<file path="config.mk">
export PLATFORM = sky130hd
export DESIGN_NAME = tdc_controller_flat
export DESIGN_NICKNAME = d
export VERILOG_FILES = /design/src/rtl/tdc_pkg.sv /design/src/rtl/tdc_controller_if.sv /design/src/rtl/tdc_therm_decoder.sv /design/src/rtl/tdc_controller.sv /design/src/flat_wrapper.sv
export SDC_FILE = /design/constraint.sdc
export NUM_CORES = 1
export LEC_CHECK = 0
export BUFFER_PORTS_ARGS = -buffer_cell sky130_fd_sc_hd__buf_2
export CAP_MARGIN = 20
export CORE_MARGIN = 2
export CORE_UTILIZATION = 28
export DETAILED_ROUTE_END_ITERATION = 16
export SYNTH_ARGS = -nofsm -noshare
export SYNTH_HDL_FRONTEND = slang
export SYNTH_SLANG_ARGS = --single-unit
</file>
<file path="constraint.sdc">
create_clock -name i_clk -period 6.2 [get_ports i_clk]
set_clock_uncertainty 0.05 [all_clocks]
set_input_delay 0.93 -clock i_clk [delete_from_list [all_inputs] [get_ports i_clk]]
set_output_delay 0.93 -clock i_clk [all_outputs]
set_load 0.01 [all_outputs]
</file>
<file path="src/rtl/tdc_pkg.sv">
// Shared types and helpers for the TDC measurement sequencer.
// Thermometer helpers take the code zero-extended to MAX_TAPS bits plus the
// live tap count; bit taps-1 is the first tap of the line.
package tdc_pkg;

    localparam int unsigned MAX_TAPS = 64;

    typedef enum logic [1:0] {
        StIdle,
        StClear,
        StArmed,
        StHold
    } tdc_state_e;

    // Fine result width: enough to hold 0..taps ones.
    function automatic int unsigned fine_w(input int unsigned taps);
        return $clog2(taps + 1);
    endfunction

    function automatic int unsigned therm_popcount(input logic [MAX_TAPS-1:0] code,
                                                   input int unsigned       taps);
        int unsigned cnt;
        cnt = 0;
        for (int i = 0; i < MAX_TAPS; i++) begin
            if (($unsigned(i) < taps) && code[i]) begin
                cnt = cnt + 1;
            end
        end
        return cnt;
    endfunction

    // Valid when the ones are contiguous from the MSB (no 1 below any 0).
    function automatic logic therm_is_valid(input logic [MAX_TAPS-1:0] code,
                                            input int unsigned       taps);
        logic seen_zero;
        logic ok;
        seen_zero = 1'b0;
        ok        = 1'b1;
        for (int i = MAX_TAPS - 1; i >= 0; i--) begin
            if ($unsigned(i) < taps) begin
                if (code[i]) begin
                    if (seen_zero) begin
                        ok = 1'b0;
                    end
                end else begin
                    seen_zero = 1'b1;
                end
            end
        end
        return ok;
    endfunction

endpackage

</file>
<file path="src/rtl/tdc_controller_if.sv">
// Readout and delay-line signals of the TDC sequencer.
// slave: the controller; master: the readout logic / delay line around it.
interface tdc_controller_if #(
    parameter int unsigned TAPS     = 4,
    parameter int unsigned COARSE_W = 16
);
    import tdc_pkg::*;

    localparam int unsigned FINE_W = fine_w(TAPS);

    logic                start;
    logic [COARSE_W-1:0] window_cyc;
    logic                dl_en;
    logic                dl_clr;
    logic [TAPS-1:0]     dl_z;
    logic                busy;
    logic                out_valid;
    logic                out_ready;
    logic [COARSE_W-1:0] out_coarse;
    logic [FINE_W-1:0]   out_fine;
    logic                out_timeout;
    logic                out_bubble;

    modport slave (
        input  start, window_cyc, dl_z, out_ready,
        output dl_en, dl_clr, busy, out_valid, out_coarse, out_fine, out_timeout, out_bubble
    );

    modport master (
        output start, window_cyc, dl_z, out_ready,
        input  dl_en, dl_clr, busy, out_valid, out_coarse, out_fine, out_timeout, out_bubble
    );

endinterface

</file>
<file path="src/rtl/tdc_therm_decoder.sv">
// Combinational thermometer decoder: fine = popcount, bubble = not contiguous
// from the first tap. No bubble correction is applied to the fine value.
module tdc_therm_decoder
    import tdc_pkg::*;
#(
    parameter int unsigned TAPS = 4
) (
    input  logic [TAPS-1:0]           i_dl_z,
    output logic [fine_w(TAPS)-1:0]   o_fine,
    output logic                      o_bubble
);

    localparam int unsigned FINE_W = fine_w(TAPS);

    logic [MAX_TAPS-1:0] w_code;

    // Widen to the helper width, then decode.
    always_comb begin
        w_code   = '0;
        w_code[TAPS-1:0] = i_dl_z;
        o_fine   = FINE_W'(therm_popcount(w_code, TAPS));
        o_bubble = ~therm_is_valid(w_code, TAPS);
    end

endmodule

</file>
<file path="src/rtl/tdc_controller.sv">
// TDC measurement sequencer: clear, arm, count coarse cycles until a hit or
// window expiry, then hold one {coarse, fine} result on a valid/ready port.
module tdc_controller
    import tdc_pkg::*;
#(
    parameter int unsigned TAPS     = 4,
    parameter int unsigned COARSE_W = 16
) (
    input  logic             i_clk,
    input  logic             i_rst,
    tdc_controller_if.slave  bus
);

    localparam int unsigned FINE_W = fine_w(TAPS);

    tdc_state_e          r_state, w_state_nxt;
    logic [COARSE_W-1:0] r_coarse, w_coarse_nxt;
    logic [COARSE_W-1:0] r_window, w_window_nxt;
    logic [COARSE_W-1:0] r_out_coarse, w_out_coarse_nxt;
    logic [FINE_W-1:0]   r_out_fine, w_out_fine_nxt;
    logic                r_out_timeout, w_out_timeout_nxt;
    logic                r_out_bubble, w_out_bubble_nxt;

    logic [FINE_W-1:0]   w_fine;
    logic                w_bubble;
    logic [COARSE_W-1:0] w_last;

    tdc_therm_decoder #(
        .TAPS (TAPS)
    ) u_decoder (
        .i_dl_z   (bus.dl_z),
        .o_fine   (w_fine),
        .o_bubble (w_bubble)
    );

    assign w_last = r_window - COARSE_W'(1);

    // Next-state, counter and result-capture logic.
    always_comb begin
        w_state_nxt       = r_state;
        w_coarse_nxt      = r_coarse;
        w_window_nxt      = r_window;
        w_out_coarse_nxt  = r_out_coarse;
        w_out_fine_nxt    = r_out_fine;
        w_out_timeout_nxt = r_out_timeout;
        w_out_bubble_nxt  = r_out_bubble;
        case (r_state)
            StIdle: begin
                if (bus.start) begin
                    // A zero window would never time out; run it as one cycle.
                    w_window_nxt = (bus.window_cyc == '0) ? COARSE_W'(1) : bus.window_cyc;
                    w_state_nxt  = StClear;
                end
            end
            StClear: begin
                w_coarse_nxt = '0;
                w_state_nxt  = StArmed;
            end
            StArmed: begin
                // Hit is checked first so a hit in the last cycle beats timeout.
                if (bus.dl_z != '0) begin
                    w_out_coarse_nxt  = r_coarse;
                    w_out_fine_nxt    = w_fine;
                    w_out_bubble_nxt  = w_bubble;
                    w_out_timeout_nxt = 1'b0;
                    w_state_nxt       = StHold;
                end else if (r_coarse == w_last) begin
                    w_out_coarse_nxt  = w_last;
                    w_out_fine_nxt    = '0;
                    w_out_bubble_nxt  = 1'b0;
                    w_out_timeout_nxt = 1'b1;
                    w_state_nxt       = StHold;
                end else begin
                    w_coarse_nxt = r_coarse + COARSE_W'(1);
                end
            end
            StHold: begin
                if (bus.out_ready) begin
                    w_state_nxt = StIdle;
                end
            end
            default: begin
                w_state_nxt = StIdle;
            end
        endcase
    end

    // State, counter and result registers; reset discards any pending result.
    always_ff @(posedge i_clk or posedge i_rst) begin
        if (i_rst) begin
            r_state       <= StIdle;
            r_coarse      <= '0;
            r_window      <= COARSE_W'(1);
            r_out_coarse  <= '0;
            r_out_fine    <= '0;
            r_out_timeout <= 1'b0;
            r_out_bubble  <= 1'b0;
        end else begin
            r_state       <= w_state_nxt;
            r_coarse      <= w_coarse_nxt;
            r_window      <= w_window_nxt;
            r_out_coarse  <= w_out_coarse_nxt;
            r_out_fine    <= w_out_fine_nxt;
            r_out_timeout <= w_out_timeout_nxt;
            r_out_bubble  <= w_out_bubble_nxt;
        end
    end

    // Control outputs decode straight from the state register so reset drops them at once.
    assign bus.dl_en       = (r_state == StArmed);
    assign bus.dl_clr      = (r_state == StClear);
    assign bus.busy        = (r_state != StIdle);
    assign bus.out_valid   = (r_state == StHold);
    assign bus.out_coarse  = r_out_coarse;
    assign bus.out_fine    = r_out_fine;
    assign bus.out_timeout = r_out_timeout;
    assign bus.out_bubble  = r_out_bubble;

endmodule

</file>
<file path="src/flat_wrapper.sv">
// flat-port wrapper written by rule: the top's interface ports become plain ports
module tdc_controller_flat import tdc_pkg::*;
#(
    parameter int unsigned TAPS     = 4,
    parameter int unsigned COARSE_W = 16
)
  (i_clk, i_rst, bus_start, bus_window_cyc, bus_dl_z, bus_out_ready, bus_dl_en, bus_dl_clr, bus_busy, bus_out_valid, bus_out_coarse, bus_out_fine, bus_out_timeout, bus_out_bubble);
  tdc_controller_if #(.TAPS(TAPS), .COARSE_W(COARSE_W)) bus_i ();
  input  logic i_clk;
  input  logic i_rst;
  input wire logic [$bits(bus_i.start)-1:0] bus_start;
  input wire logic [$bits(bus_i.window_cyc)-1:0] bus_window_cyc;
  input wire logic [$bits(bus_i.dl_z)-1:0] bus_dl_z;
  input wire logic [$bits(bus_i.out_ready)-1:0] bus_out_ready;
  output wire logic [$bits(bus_i.dl_en)-1:0] bus_dl_en;
  output wire logic [$bits(bus_i.dl_clr)-1:0] bus_dl_clr;
  output wire logic [$bits(bus_i.busy)-1:0] bus_busy;
  output wire logic [$bits(bus_i.out_valid)-1:0] bus_out_valid;
  output wire logic [$bits(bus_i.out_coarse)-1:0] bus_out_coarse;
  output wire logic [$bits(bus_i.out_fine)-1:0] bus_out_fine;
  output wire logic [$bits(bus_i.out_timeout)-1:0] bus_out_timeout;
  output wire logic [$bits(bus_i.out_bubble)-1:0] bus_out_bubble;
  assign bus_i.start = bus_start;
  assign bus_i.window_cyc = bus_window_cyc;
  assign bus_i.dl_z = bus_dl_z;
  assign bus_i.out_ready = bus_out_ready;
  assign bus_dl_en = bus_i.dl_en;
  assign bus_dl_clr = bus_i.dl_clr;
  assign bus_busy = bus_i.busy;
  assign bus_out_valid = bus_i.out_valid;
  assign bus_out_coarse = bus_i.out_coarse;
  assign bus_out_fine = bus_i.out_fine;
  assign bus_out_timeout = bus_i.out_timeout;
  assign bus_out_bubble = bus_i.out_bubble;
  tdc_controller #(.TAPS(TAPS), .COARSE_W(COARSE_W)) u_core (.i_clk(i_clk), .i_rst(i_rst), .bus(bus_i));
endmodule
</file>
==> results.md <==
* Maximum vdd ir drop at roughly 0.00012 V
* Cell Chain, Critical Path: inv_1 > ha_1 > nor4b_4 > nand2_1 > xor2_2 > o22ai_1 > a2111oi_4 > a21oi_4 > buf_4 > nand2b_4 > mux2_2
* Final Hold Viols at 0
* Die Height at 115.0 µm
* Die Area at 13230 µm²
* Mapped Cells at 346
* Fill cells at 1236
* RSZ-0062 raised after global routing: false
* Syn nets at 380
* Worst-case clock buffer depth at 2
* Worst Path Buf+Inv at 2
* Place WS at 2.641 ns
* Gr usage total at 0.1245
* CP peak stage delay at 0.56 ns
* Clk Latency, worst-skew pair at 0.29 ns
* Core area at 12010 µm²
* Mux share of post-synthesis cell area at 0.07324
* Post-route ant nets at 0
* Post-synthesis xor/xnor area fraction at 0.08666
* DR DRC count at 0
* Reg-to-reg slack, setup at 2.66 ns
* Horiz. Die Dim at 115.0 µm
* Hold Crit Class: reg2reg
* Largest net degree at the start of global routing at 56
* First-pass GRT wire length at about 13000 µm
* CP Capture Type: register
* Top-Level Pins at 49
* Synthesis-to-finish area growth at 14.50%
* Post-CTS Setup Inserts at 0
* Hold Worst Slack at roughly 0.44 ns
* CP max-delay cell: a21oi_4
* Core Rows at 40
* DRC marker count from the first detailed-route iteration at 189
* Synth area leaders: dfrtp_1 (39%), mux2_2 (5.5%), xnor2_1 (4.3%)
* # clock sinks at 55
* Post-synth ARST share at 1.000
* Gpl congestion at 0.7826
* Reg2Reg Capture Point: u_core.bus.out_coarse[0]$_DFFE_PP0P_
* Synth Area in Compound Gates at 0.1726
* Diodes inserted at 0
* Synth Area in Adders at 0.03626
* Final HPWL from detailed placement at 5944 µm
* Hold path cells at 1
* Port bufs at 48
* Max Freq at 282.5 MHz
* Pwr dens at roughly 380 nW/µm²
* Mapped Avg Cell Area at 9.973 µm²
* Relative slew margins at 0.4738
* Clk root buf: clkbuf_16
* Ys flop type: dfrtp_1
* Launching element type of the critical path: register
* EDFF count, synth at 0
* Drt total wl at 7948 µm
* Seq/Total Area, Yosys at 0.3992
* Via count at 2695
* CTS tree: built
* Period utilization at 0.5709
* Largest family of logic cells by synthesized area: simple AND/OR/NAND/NOR gates
* Critical-path maximum fanout at 24
* Crit Path Class: reg2reg
* MaxCap Viol Count at 0
* Vias in the first global route at 2810
* Post_cts resized at 0
* Hold Startpoint: u_core.bus.out_coarse[4]$_DFFE_PP0P_
* Yosys cell types at 56
* Area share of and/or/nand/nor cells after synthesis at 0.1864
* Grt ovf at 0
* Cts bufs inserted at 5
* Crit path time final at 3.539 ns
* Critical Path RT at 6.33 ns
* Hold Path Sink: u_core.bus.out_coarse[4]$_DFFE_PP0P_
* Share of cells above drive strength 1 at 0.2448
* R2r worst-path depth at 11
* Synth area leader: dfrtp_1
* Post-synth top area share at 0.3916
* Crit path max-delay family: compound AO/OA/AOI/OAI gates
* Detailed Routing Iterations Pass 1 at 4
* Final setup TNS at 0 ns
* Status: finished, final reports clean
* Count of final setup violators at 0
* Routed length per instance at 14.86 µm
* Via/cell ratio at 5.037
* Synth warn at 0
* Clock edge transition at the registers on the reported setup and hold paths at 0.07 ns
* Synth Cell Area at 3451 µm²
* Slew @ Worst Pin at 0.7874 ns
* CP arrival at between 3 and 4 ns
* Final WS setup at 2.661 ns
* Pins over their slew limit at 0
* Nets at approximately 420
* Starting density of the core at 0.2873
* Hold bufs inserted after CTS at 0
* Number of synthesized register bits at 55
* Leakage power total at 1.903 nW
* Antenna violations before repair at 0
* H-tree depth at 2
* R2R Path Start: u_core.r_window[0]$_DFFE_PP1P_
## logic make-up after synthesis
kind of cell / after synthesis
buf+inv: 33
xor+xnor: 30
flops: 55
simple gates: 119
compound gates: 76
fa+ha+maj: 10
mux: 23
## how the worst max path moves through the flow
stage | from | endpoint | slack, ns | cells past startpoint
finish | u_core.r_window[0]$_DFFE_PP1P_ | u_core.bus.out_coarse[0]$_DFFE_PP0P_ | 2.66 | 11
global placement | bus_dl_z[1] | u_core.bus.out_coarse[0]$_DFFE_PP0P_ | 2.71 | 8
detailed placement | bus_dl_z[1] | u_core.bus.out_coarse[0]$_DFFE_PP0P_ | 2.64 | 8
global route | u_core.r_window[1]$_DFFE_PP0P_ | u_core.bus.out_coarse[0]$_DFFE_PP0P_ | 2.42 | 11
floorplan | u_core.r_window[0]$_DFFE_PP1P_ | u_core.r_coarse[4]$_DFFE_PP0P_ | 3.49 | 11
CTS | u_core.r_window[0]$_DFFE_PP1P_ | u_core.bus.out_coarse[0]$_DFFE_PP0P_ | 2.67 | 11
## cell usage in the layout (no fill, tap or decap), drive strengths merged, types with 2 or more instances in the layout
cell type	n
buf	51
nor2b	6
dfrtp	54
xnor2	17
a211o	9
o21ai	6
a21o	2
nor4	7
nand2	30
mux2i	5
and3	17
and2	2
clkbuf	7
nand4	3
o2bb2ai	11
nor3	6
o221ai	2
nand2b	2
o31ai	5
a31o	2
nor2	27
nand3	11
o22ai	2
ha	10
mux2	18
nor3b	2
o2111ai	2
inv	17
xor2	11
a31oi	8
a21oi	20
## layout make-up
class                   count  area, µm²  area share
multi-input cells         258       1916      0.4848
flip-flops and latches     55       1378      0.3486
repair buffers             51      262.8     0.06650
well taps                 147      183.9     0.04655
clock buffers               7      142.6     0.03610
inverters                  16      60.06     0.01520
clock inverters             1      8.758    0.002217
## flip-flops by register name (all words and copies together), names as in the netlist
signal / count
u_core.bus.out_fine: 3
u_core.r_coarse: 16
u_core.r_window: 16
u_core.bus.out_bubble: 1
u_core.bus.out_timeout: 1
u_core.r_state: 2
u_core.bus.out_coarse: 16
## Yosys cell counts (2+ instances only)
master      n
a21oi_1    18
nor4_1      5
mux2i_1     5
o31ai_2     5
o21ai_0     5
o2111ai_1   2
a31o_2      2
inv_1      16
xor2_1     10
nor2_1     27
nor2b_1     6
mux2_2     17
nor3_2      3
o2bb2ai_1  11
buf_4       3
nand2_1    30
nand4_1     3
ha_1       10
clkbuf_1   11
and3_1     17
xnor2_1    17
o22ai_1     2
nor4_2      2
a31oi_1     8
and2_1      2
o221ai_1    2
nor3b_1     2
buf_6       3
a21o_1      2
nand3_1    11
dfrtp_1    54
a211o_1     9
nor3_1      3
## routing by layer
metal / part of all wire / global-route usage
met1: 0.45 / 0.1568
met2: 0.48 / 0.2059
met3: 0.044 / 0.02847
met4: 0.029 / 0.05221
met5: 0 / 0
## per-stage QoR
stage               cell area, µm²  power [mW]    util  cells
global route                  3951       1.620  0.3290    535
floorplan                     3451       1.059       -    346
finish                        3951       1.500  0.3290    535
CTS                           3951       1.518  0.3290    535
global placement              3800       1.204  0.3164    527
detailed placement            3800       1.222  0.3164    527
## power breakdown
| part | switching, mW | total, mW | internal (mW) | leakage, nW |
|---|---|---|---|---|
| logic | 0.354 | 0.632 | 0.278 | 1.11 |
| clock network | 0.130 | 0.293 | 0.163 | 0.0745 |
| registers | 0.122 | 0.575 | 0.453 | 0.719 |
| total | 0.605 | 1.50 | 0.894 | 1.90 |
Note: power is estimated with default switching activity, not from simulation.
